<file path="src/rtl/clk_ratio_meter.sv">
// clk_ratio_meter
// Measures the rise-to-rise period and the high time of a slow periodic input
// in clk cycles, pulses valid on every completed measurement, raises lock once
// LOCK_COUNT consecutive periods agree and flags timeout when no rising edge
// arrives within MAX_RATIO cycles.
//
// Build option: define CLK_RATIO_METER_SYNC_EN to put a 2-flop synchronizer
// in front of the edge detector (for asynchronous sig_in). Without it the input
// is registered once and must be synchronous to clk; latency is one cycle less.
module clk_ratio_meter #(
  parameter  int MAX_RATIO  = 256,
  parameter  int LOCK_COUNT = 4,
  localparam int NBITS      = $clog2(MAX_RATIO + 1)
) (
  input  logic             clk,
  input  logic             reset,
  input  logic             sig_in,
  output logic [NBITS-1:0] period,
  output logic [NBITS-1:0] high_time,
  output logic             valid,
  output logic             lock,
  output logic             timeout
);

  localparam int MW = $clog2(LOCK_COUNT + 1);
  localparam logic [NBITS-1:0] CNT_LAST = NBITS'(MAX_RATIO - 1);
  localparam logic [MW-1:0]    MATCH_MAX = MW'(LOCK_COUNT);

  typedef enum logic [1:0] {
    IDLE,
    MEASURE,
    TMO
  } state_t;

  state_t           state;
  logic [NBITS-1:0] cnt;
  logic [NBITS-1:0] cnt_inc;
  logic [NBITS-1:0] hi_cap;
  logic [MW-1:0]    match;
  logic [MW-1:0]    match_next;
  logic             s_p1;
  logic             s_d_p2;
  logic             rise;
  logic             fall;

  // Saturating increment of the agreement counter; it never exceeds LOCK_COUNT.
  function automatic logic [MW-1:0] sat_inc(input logic [MW-1:0] m);
    if (m >= MATCH_MAX) return MATCH_MAX;
    return m + MW'(1);
  endfunction

  // ---- stage p0/p1: input capture ----
`ifdef CLK_RATIO_METER_SYNC_EN
  logic sync_p0;

  // Two-flop synchronizer: sig_in -> sync_p0 -> s_p1.
  always_ff @(posedge clk) begin
    if (reset) begin
      sync_p0 <= 1'b0;
      s_p1    <= 1'b0;
    end else begin
      sync_p0 <= sig_in;
      s_p1    <= sync_p0;
    end
  end
`else
  // Single input register for a clk-synchronous sig_in.
  always_ff @(posedge clk) begin
    if (reset) s_p1 <= 1'b0;
    else       s_p1 <= sig_in;
  end
`endif

  // ---- stage p2: edge detection ----
  // Delayed copy of the conditioned input for edge detection.
  always_ff @(posedge clk) begin
    if (reset) s_d_p2 <= 1'b0;
    else       s_d_p2 <= s_p1;
  end

  assign rise    = s_p1 & ~s_d_p2;
  assign fall    = ~s_p1 & s_d_p2;
  assign cnt_inc = cnt + NBITS'(1);

  // Next agreement count if a measurement completes this cycle; a zero count
  // marks the first measurement after IDLE or TIMEOUT.
  always_comb begin
    match_next = MW'(1);
    if ((match != '0) && (cnt_inc == period)) match_next = sat_inc(match);
  end

  // ---- measurement FSM, counters and registered outputs ----
  // Counts cycles between accepted rises, captures results, tracks lock/timeout.
  always_ff @(posedge clk) begin
    if (reset) begin
      state     <= IDLE;
      cnt       <= '0;
      hi_cap    <= '0;
      match     <= '0;
      period    <= '0;
      high_time <= '0;
      valid     <= 1'b0;
      lock      <= 1'b0;
      timeout   <= 1'b0;
    end else begin
      valid <= 1'b0;
      case (state)
        IDLE: begin
          cnt <= '0;
          if (rise) state <= MEASURE;
        end
        MEASURE: begin
          if (fall) hi_cap <= cnt_inc;
          // A rise on the last counted cycle still completes a MAX_RATIO period.
          if (rise) begin
            period    <= cnt_inc;
            high_time <= hi_cap;
            valid     <= 1'b1;
            cnt       <= '0;
            match     <= match_next;
            lock      <= (match_next >= MATCH_MAX);
          end else if (cnt == CNT_LAST) begin
            state   <= TMO;
            timeout <= 1'b1;
            lock    <= 1'b0;
            match   <= '0;
            cnt     <= '0;
          end else begin
            cnt <= cnt_inc;
          end
        end
        TMO: begin
          cnt <= '0;
          // The rise that ends a timeout only re-arms; it yields no valid.
          if (rise) begin
            state   <= MEASURE;
            timeout <= 1'b0;
          end
        end
        default: state <= IDLE;
      endcase
    end
  end

endmodule

</file>
<file path="config.mk">
export PLATFORM = sky130hd
export DESIGN_NAME = clk_ratio_meter
export DESIGN_NICKNAME = d
export VERILOG_FILES = /design/src/rtl/clk_ratio_meter.sv
export SDC_FILE = /design/constraint.sdc
export NUM_CORES = 1
export LEC_CHECK = 0
export ABC_AREA = 1
export CAP_MARGIN = 0
export CORE_MARGIN = 2
export CORE_UTILIZATION = 55
export DETAILED_ROUTE_END_ITERATION = 16
export PLACE_DENSITY = 0.88
export SETUP_SLACK_MARGIN = 0.3
export SYNTH_ARGS = -nofsm -noshare
export SYNTH_HDL_FRONTEND = slang
export SYNTH_SLANG_ARGS = --single-unit
</file>
<file path="constraint.sdc">
create_clock -name clk -period 2.63 [get_ports clk]
set_input_delay 0.526 -clock clk [delete_from_list [all_inputs] [get_ports clk]]
set_output_delay 0.526 -clock clk [all_outputs]
set_load 0.01 [all_outputs]
</file>
==> results.yml, run 1 <==
status:
  status: "completed"
layout:
  layout_commonest_cell: "nand2_1"
  area_delta_synth_final_pct: 19.0
  antennaDiodeCount: 0
  nets: 330
  final_cell_count_no_fill: 371
  drive_above_1_share: 0.139
  utilization: 0.686
  final_cell_mix: "57 x nand2_1, 42 x dfxtp_1, 33 x inv_1"
synthesis:
  synth_fp_nets: 305
  synth_xor_area_frac: 0
  synth_area_leaders: "dfxtp_1 42%, nand2_1 10%, a21oi_1 7.5%"
  yosys.area_share.simple: 0.281
  synthFlopType: "dfxtp_1"
  ys_types: 27
  synthArstFlopShare: 0
  syn_area_mm2: 0.00213
  synth_area_leader_cell: "dfxtp_1"
  yosys-mux-area-fraction: 0
  ys_warn_count: 0
  synth_compound_area_frac: 0.165
  seq_area_frac_synth: 0.424
  netlist.area_leader.share: 0.424
  postSynthCellCount: 297
  synth_top_family_by_area: "simple AND/OR/NAND/NOR gates"
  synth_edf_count: 0
  synthAdderAreaFrac: 0.0294
  ys_ff_latch: 45
  synth_area_per_cell_um2: 7.16
die:
  core_mm2: 0.00369
  ios: 24
  die_area_mm2: 0.00438
  die_y_um: 66.2
  std_cell_rows: 22
  start_util: 0.577
  die_width_um: 66.2
sta:
  fmax_ghz: 0.469
  finalSetupViolations: 0
  hold_viol: 0
  min_period_ns: 2.13
  skew_ns: 0.00755
  slew_headroom: 0.602
  worst_slew_pin_slew_ns: 0.591
  rsz0062_at_grt: "false"
  fin_setup_tns_ns: 0
  period_share: 0.811
  slew_viol_final: 0
pwr:
  peakVddDrop_v: 0.000560
  p_leak_nw: 1.07
  p_per_area_mw_per_mm2: 521
  post-layout-total-power_mw: 1.32
global_route:
  grt_pass1_vias: 1741
  grt_max_degree: 26
  grt_usage: 0.232
  grt_pass1_wl_um: 7690
  grt-ovfl-total: 0
  grt_antenna_before_repair: 0
detailed_routing:
  firstDrtPassIters: 4
  drt_wl_total_um: 4710
  vias_per_cell: 5.28
  ant_nets: 0
  vias: 1960
  initialDrtViolationCount: 181
  drc: 0
  detail_route.wl_per_cell_um: 12.7
clock_network:
  cts.clk_slew.worst_paths_ns: 0.09
  clock-sinks: 45
  cts_tree: "built"
  numCtsBuffers: 5
  clk_path_buf_depth: 2
  clk_latency_ns: 0.30
  htree_levels: 2
  cts_root_buf: "clkbuf_8"
worst_setup_path:
  startpoint: "cnt[0]"
  arrival_ns: 2.37
  crit_path_max_fanout: 6
  reg2reg_slack_ns: 0.50
  endpoint_kind: "flip-flop"
  worstPathRequired_ns: 2.87
  path_class: "flip-flop to flip-flop"
  start_kind: "flip-flop"
  timing.rr.end: "match[1]"
  r2r-start: "cnt[0]"
  critPathCapture: "match[1]"
  r2r_cells: 15
min_path:
  hold_path.class: "flip-flop to flip-flop"
placement:
  gp_congestion: 0.897
  io_buffers: 23
  dp.cells: 361
  hpwl_um: 3290
flow_run:
  max_cap_viol_count: 0
through the flow:
stage	setup slack (ns)	hold WS, ns	area (um2)
after floorplan	0.643	0.430	2130
after global placement	0.409	0.446	2380
after detailed placement	0.302	0.445	2380
after CTS	0.346	0.464	2490
after global routing	0.276	0.485	2530
final	0.497	0.461	2530
per-layer routing:
layer / part of all wire / global-route usage
met2: 0.49 / 0.398
met4: 0.015 / 0.0791
met1: 0.42 / 0.282
met5: 0 / 0
met3: 0.070 / 0.0596
cell usage after synthesis, drive strengths merged, types with 3 or more instances:
cell type and instances:
o21ai 30, nand2 65, a21oi 32, nand3 20
ha 5, clkinv 3, clkbuf 4, nand4 4
inv 38, nor2 38, buf 6, dfxtp 45
worst min-delay path by stage:
stage / from / to / slack (ns) / cells after the start
2_1_floorplan: hi_cap[5] / high_time[5] / 0.43 / 2
3_3_place_gp: hi_cap[5] / high_time[5] / 0.45 / 2
3_5_place_dp: hi_cap[7] / high_time[7] / 0.44 / 2
4_1_cts: hi_cap[7] / high_time[7] / 0.46 / 2
5_1_grt: hi_cap[7] / high_time[7] / 0.49 / 2
6_report: hi_cap[7] / high_time[7] / 0.46 / 2
area by class of cell:
type | instances | area, um2
multi-input combinational | 201 | 1030
clock inverter | 2 | 38.8
timing repair buffer | 28 | 268
fill | 322 | 1160
tap | 48 | 60.1
clock buffer | 6 | 72.6
sequential | 45 | 910
inverter | 41 | 154
sequential cells by signal, indices dropped and copies added, names as in the netlist:
signal	flops
state	2
high_time	9
match	2
period	9
lock	1
s_p1	1
timeout	1
cnt	9
s_d_p2	1
hi_cap	9
valid	1
repair_timing:
item	CTS	global route
hold buffers	0	0
endpoints found under the setup margin	3	3
setup buffers	0	2
gates resized for setup	1	7
critical path: stages (launching register included):
cell and delay [ns]:
dfxtp_4 0.38, ha_2 0.21, nand2_2 0.09, inv_2 0.10, nand2_2 0.08, nor2_2 0.17
ha_4 0.24, nand2_1 0.06, nand2_1 0.05, nor2_1 0.09, nand2_1 0.05, nor2_1 0.13
nand2_1 0.08, nor2_2 0.10, nand4_1 0.10, a21oi_1 0.13
cells by family (layout without fill, tap and decap cells):
kind of cell               after synthesis  count (layout)
and+or+nand+nor                        129             129
AOI/OAI and AO/OA                       67              67
buffers and inverters                   51              77
DFF                                     45              45
adders and majority gates                5               5
where the power goes:
part	switching (mW)	leakage (nW)	internal [mW]	total (mW)
Combinational	0.0555	0.651	0.0411	0.0967
Clock	0.231	0.0554	0.285	0.516
Sequential	0.0116	0.366	0.695	0.707
No activity file was read; power rests on OpenSTA's default activity.
==> run 2: changes to the inputs <==
- CORE_UTILIZATION: 55 -> 50
- PLACE_DENSITY: 0.88 -> 0.85
- clock period: 2.63 -> 1.96 ns (I/O delays scaled with it)
==> run 2 against run 1 <==
Design area is 6.8% higher. Routed wire length up 12%. Sequential power is 34% higher. Power grew 24%. Largest power group unchanged. Non-clock buffer count increased by 19. Sequential share of layout area shrank 2.0 points. Setup slack lost 0.49 ns. Worst hold slack gained 0.0024 ns. Sequential cell count unchanged.
==> results.yml, run 2 (synthesis results as in run 1) <==
worst_setup_path:
  cpMaxStageDelayCell: "dfxtp_4"
  arrival_ns: 2.19
  path_class: "flip-flop to flip-flop"
  start_kind: "flip-flop"
  worstPathRequired_ns: 2.20
  path_cells: "ha_4 -> nand2_4 -> inv_4 -> nand2_4 -> nor2_4 -> ha_4 -> inv_2 -> nand2_2 -> nand2_1 -> nor2_1 -> nand2_1 -> nor2_2 -> nand3_1 -> nor2_1 -> nand4_1 -> a21oi_2"
  crit_path_max_fanout: 4
  slowest_delay_ns: 0.36
  endpoint_kind: "flip-flop"
sta:
  fmax_ghz: 0.511
  hold_viol: 0
  slew_headroom: 0.803
  slew_viol_final: 0
  finalSetupViolations: 0
  worst_slew_pin_slew_ns: 0.293
  period_share: 0.998
  rsz0062_at_grt: "true"
  fin_setup_tns_ns: 0
  skew_ns: 0.00425
  min_period_ns: 1.96
placement:
  gp_congestion: 0.804
  io_buffers: 23
  hpwl_um: 3430
  dp.cells: 374
detailed_routing:
  ant_nets: 0
  drc: 0
  firstDrtPassIters: 5
  detail_route.wl_per_cell_um: 13.4
  vias: 2094
  initialDrtViolationCount: 190
  vias_per_cell: 5.34
  drt_wl_total_um: 5260
layout:
  multi_input_area_mm2: 0.00106
  final-seq-area_um2: 917
  utilization: 0.666
  nets: 349
  antennaDiodeCount: 0
  drive_above_1_share: 0.228
  final_cell_mix: "56 x nand2_1, 34 x dfxtp_1, 31 x inv_1, 31 x a21oi_1, 29 x o21ai_0"
  nFillCells: 332
  final_cell_count_no_fill: 392
  layout_commonest_cell: "nand2_1"
  area_delta_synth_final_pct: 27.1
die:
  ios: 24
  die_area_mm2: 0.00479
  std_cell_rows: 23
  die_width_um: 69.2
  start_util: 0.524
  core_mm2: 0.00406
  die_y_um: 69.2
pwr:
  peakVddDrop_v: 0.000443
  p_per_area_mw_per_mm2: 607
  p_leak_nw: 1.22
global_route:
  grt_antenna_before_repair: 0
  grt-ovfl-total: 0
  grt_usage: 0.224
  grt_pass1_wl_um: 8640
  grt_max_degree: 28
  grt_pass1_vias: 1921
clock_network:
  cts.clk_slew.worst_paths_ns: 0.08
  clk_path_buf_depth: 2
  cts_root_buf: "clkbuf_8"
  cts_tree: "built"
  hold_buffers: 0
  numCtsBuffers: 5
  clock-sinks: 45
  clk_latency_ns: 0.30
  htree_levels: 2
status:
  status: "completed"
min_path:
  hold_path.class: "flip-flop to flip-flop"
flow_run:
  max_cap_viol_count: 0
-- run 2: changes by cell type in the layout (fill, tap and decap cells not counted), sizes merged --
cell | previous run | this run
buf | 5 | 24
clkdlybuf4s50 | 23 | 20
clkinvlp | 0 | 2
dlymetal6s2s | 0 | 2
bufinv | 1 | 0
clkbuf | 6 | 5
clkinv | 4 | 5
dlygate4sd2 | 0 | 1
inv | 38 | 37
-- run 2: metrics by stage --
step | hold slack [ns] | setup WS, ns | power, mW | area [um2]
floorplan | 0.430 | 0.0862 | 1.05 | 2150
global placement | 0.452 | 0.0529 | 1.10 | 2490
detailed placement | 0.445 | -0.0246 | 1.10 | 2490
CTS | 0.462 | 0.0743 | 1.65 | 2640
global route | 0.482 | -0.179 | 1.70 | 2700
finish | 0.463 | 0.00351 | 1.64 | 2700
-- run 2: timing repair --
item,CTS,global route
setup endpoints to repair,6,15
resized for setup,8,13
pin swaps,15,9
buffers inserted,6,4
-- run 2: layout make-up --
type | instances | area share
Tap cell | 50 | 0.0231
Multi-Input combinational cell | 201 | 0.393
Clock inverter | 3 | 0.00648
Timing Repair Buffer | 47 | 0.153
Sequential cell | 45 | 0.339
Inverter | 41 | 0.0593
Clock buffer | 5 | 0.0255
-- run 2: path summary, 6_finish.rpt --
check	end	slack, ns	startpoint	cells after the start
worst max-delay path	lock	0.004	cnt[1]	16
worst min-delay path	high_time[5]	0.46	hi_cap[5]	2
worst max register to register	lock	0.004	cnt[1]	16
worst min register to register	high_time[5]	0.46	hi_cap[5]	2
-- run 2: where the power goes --
group	switching [mW]	internal [mW]
logic	0.0789	0.0564
clock network	0.312	0.246
registers	0.0141	0.934
-- run 2: per-layer routing --
layer,GRT usage,vias up,wire (um)
met4,0.105,0,120
met2,0.372,75,2580
met5,0,-,0
met1,0.274,968,2210
li1,-,1039,-
met3,0.0552,12,346
-- run 2: critical path: cells and delay by family (launching register included) --
kind	cells	cell delay (ns)
AO/OA/AOI/OAI	1	0.16
adder cells (fa/ha/maj)	2	0.45
buffers and inverters	2	0.08
flip-flops	1	0.36
AND/OR/NAND/NOR	11	0.86
